## src/rtl/seq_mul_if.sv

```systemverilog
// seq_mul_if: start/valid handshake bundle for the sequential multiplier.
//   master : drives start, sgn, in1, in2; observes ready, valid, out, out_hi, flags
//   slave  : the multiplier side of the same signals
interface seq_mul_if #(
    parameter int WIDTH = 32
);
    logic             start;
    logic             sgn;
    logic [WIDTH-1:0] in1;
    logic [WIDTH-1:0] in2;
    logic             ready;
    logic             valid;
    logic [WIDTH-1:0] out;
    logic [WIDTH-1:0] out_hi;
    logic [3:0]       flags;

    modport master (
        output start, sgn, in1, in2,
        input  ready, valid, out, out_hi, flags
    );

    modport slave (
        input  start, sgn, in1, in2,
        output ready, valid, out, out_hi, flags
    );
endinterface

```

## src/rtl/seq_mul.sv

```systemverilog
// seq_mul: radix-2 shift-add multiplier, WIDTH-bit operands, 2*WIDTH-bit product,
// runtime signed/unsigned mode, start/valid handshake.
//   clk    : rising-edge clock
//   rst_n  : synchronous active-low reset
//   bus    : seq_mul_if.slave
//            start/sgn/in1/in2 sampled when ready=1
//            ready = idle, valid = one-cycle result pulse
//            out/out_hi = product low/high halves, flags = {N,Z,C,V}
// Optional build macro: SEQ_MUL_EARLY_EXIT_EN -- leave CALC as soon as the
// remaining multiplier bits are all zero (same results, shorter latency).
module seq_mul #(
    parameter int WIDTH = 32
) (
    input  logic      clk,
    input  logic      rst_n,
    seq_mul_if.slave  bus
);
    localparam int CW = $clog2(WIDTH);

    typedef enum logic [1:0] {
        IDLE,
        CALC,
        FIN
    } state_t;

    state_t             state;
    logic               sgn_r;
    logic               neg;
    logic [2*WIDTH-1:0] mcand;
    logic [WIDTH-1:0]   mplier;
    logic [2*WIDTH-1:0] acc;
    logic [CW-1:0]      cnt;

    logic [WIDTH-1:0]   mag1;
    logic [WIDTH-1:0]   mag2;
    logic [2*WIDTH-1:0] p;
    logic [WIDTH-1:0]   p_hi;
    logic [3:0]         flags_nxt;
    logic               last_iter;

    // Operand magnitudes; negating the most negative value wraps to 2^(WIDTH-1),
    // which is exactly its magnitude as an unsigned number.
    always_comb begin
        mag1 = bus.in1;
        mag2 = bus.in2;
        if (bus.sgn && bus.in1[WIDTH-1]) mag1 = '0 - bus.in1;
        if (bus.sgn && bus.in2[WIDTH-1]) mag2 = '0 - bus.in2;
    end

    always_comb begin
        p         = neg ? ('0 - acc) : acc;
        p_hi      = p[2*WIDTH-1:WIDTH];
        flags_nxt = '0;
        flags_nxt[3] = sgn_r & p[2*WIDTH-1];
        flags_nxt[2] = (p == '0);
        flags_nxt[1] = |p_hi;
        flags_nxt[0] = sgn_r ? (p_hi != {WIDTH{p[WIDTH-1]}}) : (|p_hi);
    end

`ifdef SEQ_MUL_EARLY_EXIT_EN
    // mplier[WIDTH-1:1] is the multiplier register after this iteration's shift.
    assign last_iter = (cnt == CW'(WIDTH - 1)) || (mplier[WIDTH-1:1] == '0);
`else
    assign last_iter = (cnt == CW'(WIDTH - 1));
`endif

    assign bus.ready = (state == IDLE);

    always_ff @(posedge clk) begin
        if (!rst_n) begin
            state      <= IDLE;
            sgn_r      <= 1'b0;
            neg        <= 1'b0;
            mcand      <= '0;
            mplier     <= '0;
            acc        <= '0;
            cnt        <= '0;
            bus.valid  <= 1'b0;
            bus.out    <= '0;
            bus.out_hi <= '0;
            bus.flags  <= '0;
        end else begin
            bus.valid <= 1'b0;
            case (state)
                IDLE: begin
                    if (bus.start) begin
                        sgn_r  <= bus.sgn;
                        neg    <= bus.sgn & (bus.in1[WIDTH-1] ^ bus.in2[WIDTH-1]);
                        mcand  <= {{WIDTH{1'b0}}, mag1};
                        mplier <= mag2;
                        acc    <= '0;
                        cnt    <= '0;
                        state  <= CALC;
                    end
                end
                CALC: begin
                    if (mplier[0]) acc <= acc + mcand;
                    mcand  <= mcand << 1;
                    mplier <= mplier >> 1;
                    cnt    <= cnt + 1'b1;
                    if (last_iter) state <= FIN;
                end
                FIN: begin
                    bus.out    <= p[WIDTH-1:0];
                    bus.out_hi <= p_hi;
                    bus.flags  <= flags_nxt;
                    bus.valid  <= 1'b1;
                    state      <= IDLE;
                end
                default: state <= IDLE;
            endcase
        end
    end
endmodule

```

## src/flat_wrapper.sv

```systemverilog
// flat-port wrapper written by rule: the top's interface ports become plain ports
module seq_mul_flat 
#(
    parameter int WIDTH = 32
)
  (clk, rst_n, bus_start, bus_sgn, bus_in1, bus_in2, bus_ready, bus_valid, bus_out, bus_out_hi, bus_flags);
  seq_mul_if #(.WIDTH(WIDTH)) bus_i ();
  input  logic clk;
  input  logic rst_n;
  input wire logic [$bits(bus_i.start)-1:0] bus_start;
  input wire logic [$bits(bus_i.sgn)-1:0] bus_sgn;
  input wire logic [$bits(bus_i.in1)-1:0] bus_in1;
  input wire logic [$bits(bus_i.in2)-1:0] bus_in2;
  output wire logic [$bits(bus_i.ready)-1:0] bus_ready;
  output wire logic [$bits(bus_i.valid)-1:0] bus_valid;
  output wire logic [$bits(bus_i.out)-1:0] bus_out;
  output wire logic [$bits(bus_i.out_hi)-1:0] bus_out_hi;
  output wire logic [$bits(bus_i.flags)-1:0] bus_flags;
  assign bus_i.start = bus_start;
  assign bus_i.sgn = bus_sgn;
  assign bus_i.in1 = bus_in1;
  assign bus_i.in2 = bus_in2;
  assign bus_ready = bus_i.ready;
  assign bus_valid = bus_i.valid;
  assign bus_out = bus_i.out;
  assign bus_out_hi = bus_i.out_hi;
  assign bus_flags = bus_i.flags;
  seq_mul #(.WIDTH(WIDTH)) u_core (.clk(clk), .rst_n(rst_n), .bus(bus_i));
endmodule
```

## config.mk

```make
export PLATFORM = sky130hd
export DESIGN_NAME = seq_mul_flat
export DESIGN_NICKNAME = d
export VERILOG_FILES = /design/src/rtl/seq_mul_if.sv /design/src/rtl/seq_mul.sv /design/src/flat_wrapper.sv
export SDC_FILE = /design/constraint.sdc
export NUM_CORES = 1
export LEC_CHECK = 0
export CAP_MARGIN = 10
export CORE_ASPECT_RATIO = 2
export CORE_MARGIN = 2
export CORE_UTILIZATION = 46
export DETAILED_ROUTE_END_ITERATION = 8
export PLACE_DENSITY = 0.77
export SYNTH_ARGS = -nofsm -noshare
export SYNTH_HDL_FRONTEND = slang
export SYNTH_SLANG_ARGS = --single-unit
```

## constraint.sdc

```tcl
create_clock -name clk -period 12.6 [get_ports clk]
set_input_delay 3.78 -clock clk [delete_from_list [all_inputs] [get_ports clk]]
set_output_delay 3.78 -clock clk [all_outputs]
set_load 0.02 [all_outputs]
```

==> out/results.env <==
CLOCK_SINKS=238
CPPEAKSTAGEDELAY_PS=550
SYNTHESIS.INSTANCES=2081
POWER_PER_CELL_AREA_nW_PER_UM2=96.28
MULTIINPUTGATEAREA_UM2=10250
DP_WIRELENGTH_MM=36.55
YS_WARN_COUNT=0
WORST-SLEW-PIN-TRANSITION_PS=1308
TOTAL_LEAKAGE_POWER_nW=6.741
CLOCK_TREE.BUFFER_DEPTH=3
DRIVE_GT1_FRAC=0.04100
TIMING.HOLD.WS_PS=465.0
SYNTH_ASYNC_SR_FLOP_SHARE=0
BOUNDARYPINS=138
FINALSETUPVIOLATIONS=0
SETUP.WORST_PATH.START_CLASS='primary input'
INSTANCES_NO_FILL=2559
TIMING.CRITICAL_PATH.TO_TYPE='register'
TOTALWIRELENGTH_MM=47.91
PLACE_WORST_SETUP_SLACK_PS=5465
CRITICAL-PATH-SLOWEST-CELL='or4_1'
DR.PASS1.ITERS=5
TRITONCTS='yes'
INSERTED_CLOCK_BUFFERS=23
SETUP.WORST_PATH.CLASS='in2reg'
POSTLAYOUTCOREUTIL=0.5341
FIN_NETS=2243
YOSYSUNIQUECELLTYPES=76
DETAIL_ROUTE.WL_PER_CELL_UM=18.72
DIE_AREA_UM2=35750
TIMING.CRITICAL_PATH.REQUIRED_PS=13060
MIN_CYCLE_TIME_LAYOUT_PS=6605
NETLIST_AREA_UM2=15720
DIE_HEIGHT_UM=265.4
GRT_USAGE=0.2616
FILLER_CELL_COUNT=3219
SYNTH_AREA_LEADER_CELL='dfxtp_1'
DR_TOTAL_VIAS=15780
PLACED_AREA_UM2=17190
YOSYS.AREA.TOP_TYPE_SHARE=0.3032
VIAS_PER_CELL=6.167
PLACE_INST=2517
YOSYSMOSTFREQUENTCELL='dfxtp_1'
CAP_VIOLATIONS=0
ANTENNA_LEFT=0
HOLD_BUFFERS=0
SLEW_VIOL_FINAL=0
MAPPEDNETLISTNETS=2218
HOLD_PATH.CLASS='reg2reg'
CRIT_CHAIN='clkdlybuf4s50_1 > or4_1 > nor3_1 > nand3_1 > nor3_1 > nand2_1 > o41ai_1 > o21ai_0 > xor2_1 > nand2_1 > a21oi_1'
DETAILEDROUTE.FIRSTITERATIONVIOLATIONS=969
STATUS='finished, final reports clean'
DIEWIDTH_UM=134.7
CTS.REPAIR.RESIZED=0
TIMING.CRITICAL_PATH.FANOUT_MAX=5
SYNTHFLOPTYPE='dfxtp_1'
FINCLKSKEW_PS=14.89
GRT_START_MAX_NET_PINS=112
CTS.HTREE.LEVELS=1
SEQ_AREA_FRAC_SYNTH=0.3032
WORST-ENDPOINT-ARRIVAL_PS=7070
GP_ROUTABILITY_CONGESTION=0.9941
MAX-VDD-IR-DROP_uV=103.1
NETLIST_TOP_CELLS_AREA='dfxtp_1 30%, a21oi_1 6.8%, xor2_1 5.7%'
QUANTITY_OF_I_O_BUFFERS_INSERTED_ON_PORTS=137
FIRST_PASS_GRT_WIRE_LENGTH_MM=76.64
CLOCK_LATENCY_REPORTED_FOR_THE_LATE_SIDE_OF_THE_WORST_SKEW_PAIR_PS=540
WORST_SLEW_MARGIN_REL=0.1051
POSTSYNTHREGISTERBITS=238
SYNTH_COMMONEST_CELLS='238 x dfxtp_1, 227 x nand2_1, 212 x a21oi_1'
LAYOUT.CELL_AREA.NON_FILLER_UM2=17970
POSTCTSSETUPREPAIRBUFS=0
DRT_DRC_VIOLATIONS_LEFT=0
FINALPOWER_mW=1.730
CLOCKROOTBUFFER='clkbuf_16'
START_UTIL=0.4672
FIRST_GLOBAL_VIAS=15400
CORE_AREA_UM2=33640
TIMING_HOLD_VIOLATIONS_FINAL=0
TIMING.SETUP.TNS_PS=0
SYN_AVG_CELL_AREA_UM2=7.552
ROW_COUNT=95
TIMING.FMAX_GHz=0.1514
WORST_SLACK_PS=5995
RSZ0062_AT_GRT='false'
ANTENNA_FOUND_INITIAL=2
PATH_CLK_SLEW_PS=60
GR-TOTAL-OVERFLOW=0
NUMBER_OF_SYNTHESIZED_FLOPS_WITH_AN_ENABLE_PIN=0
AREA_GROWTH_PCT=14.32
LAYOUT_WORST_PATH_CYCLE_SHARE=0.5242
SEQUENTIAL_CELL_AREA_UM2=4766
-- logic make-up after synthesis --
family | count (synthesis) | synth area share
simple gates | 752 | 0.2263
compound gates | 648 | 0.2659
flops | 238 | 0.3032
buf+inv | 191 | 0.04681
xor+xnor | 178 | 0.09920
fa+ha+maj | 69 | 0.05541
mux | 5 | 0.003185
-- cell usage in the layout (no fill, tap or decap), drive strengths merged, types with 62 or more instances in the layout --
master	n
dfxtp	238
nand2	227
a21oi	212
nor2	210
clkdlybuf4s50	137
xor2	103
o21ai	99
a22oi	88
xnor2	75
nand3	70
ha	68
a211oi	62
-- routing by layer --
layer	global-route usage	vias up	wire, um
li1	-	7647	-
met1	0.2688	7345	17420
met2	0.4921	590	24860
met3	0.03278	197	2456
met4	0.1605	2	3148
met5	0	-	13
-- cell type report --
class,instances,share of cell area
diodes,1,0.0001393
clock buffers,27,0.03343
clock inverters,14,0.009471
inverters,39,0.008426
multi-input cells,1652,0.5703
flip-flops and latches,238,0.2653
well taps,436,0.03036
repair buffers,152,0.08259
-- worst paths after layout --
path | from | to | depth (start not counted) | slack, ps
worst min register to register | u_core.mplier[3]$_SDFFE_PN0P_ | u_core.mplier[2]$_SDFFE_PN0P_ | 2 | 470
worst min-delay path | u_core.mplier[3]$_SDFFE_PN0P_ | u_core.mplier[2]$_SDFFE_PN0P_ | 2 | 470
worst max register to register | u_core.acc[1]$_SDFFE_PN0P_ | u_core.bus.flags[0]$_SDFFE_PN0P_ | 12 | 7720
worst max-delay path | bus_in2[2] | u_core.mplier[30]$_SDFFE_PN0P_ | 11 | 6000
-- where the power goes --
group | total [mW] | leakage, nW | switching [mW] | internal [mW]
sequential | 0.786 | 1.93 | 0.0157 | 0.771
clock | 0.726 | 0.371 | 0.318 | 0.407
combinational | 0.218 | 4.44 | 0.136 | 0.0817
-- flip-flops by register name, summed over array words and instances, names as in the netlist --
| signal | cells |
|---|---|
| u_core.cnt | 5 |
| u_core.bus.out_hi | 32 |
| u_core.bus.out | 32 |
| u_core.bus.valid | 1 |
| u_core.mplier | 32 |
| u_core.state | 2 |
| u_core.bus.flags | 4 |
| u_core.sgn_r | 1 |
| u_core.mcand | 64 |
| u_core.acc | 64 |
| u_core.neg | 1 |
-- worst max-delay path, delay by kind of cell --
family / cells / cell delay (ps)
xor+xnor: 1 / 170
buf+inv: 1 / 500
simple gates: 6 / 1880
compound gates: 3 / 730
Note: power is estimated with default switching activity, not from simulation.
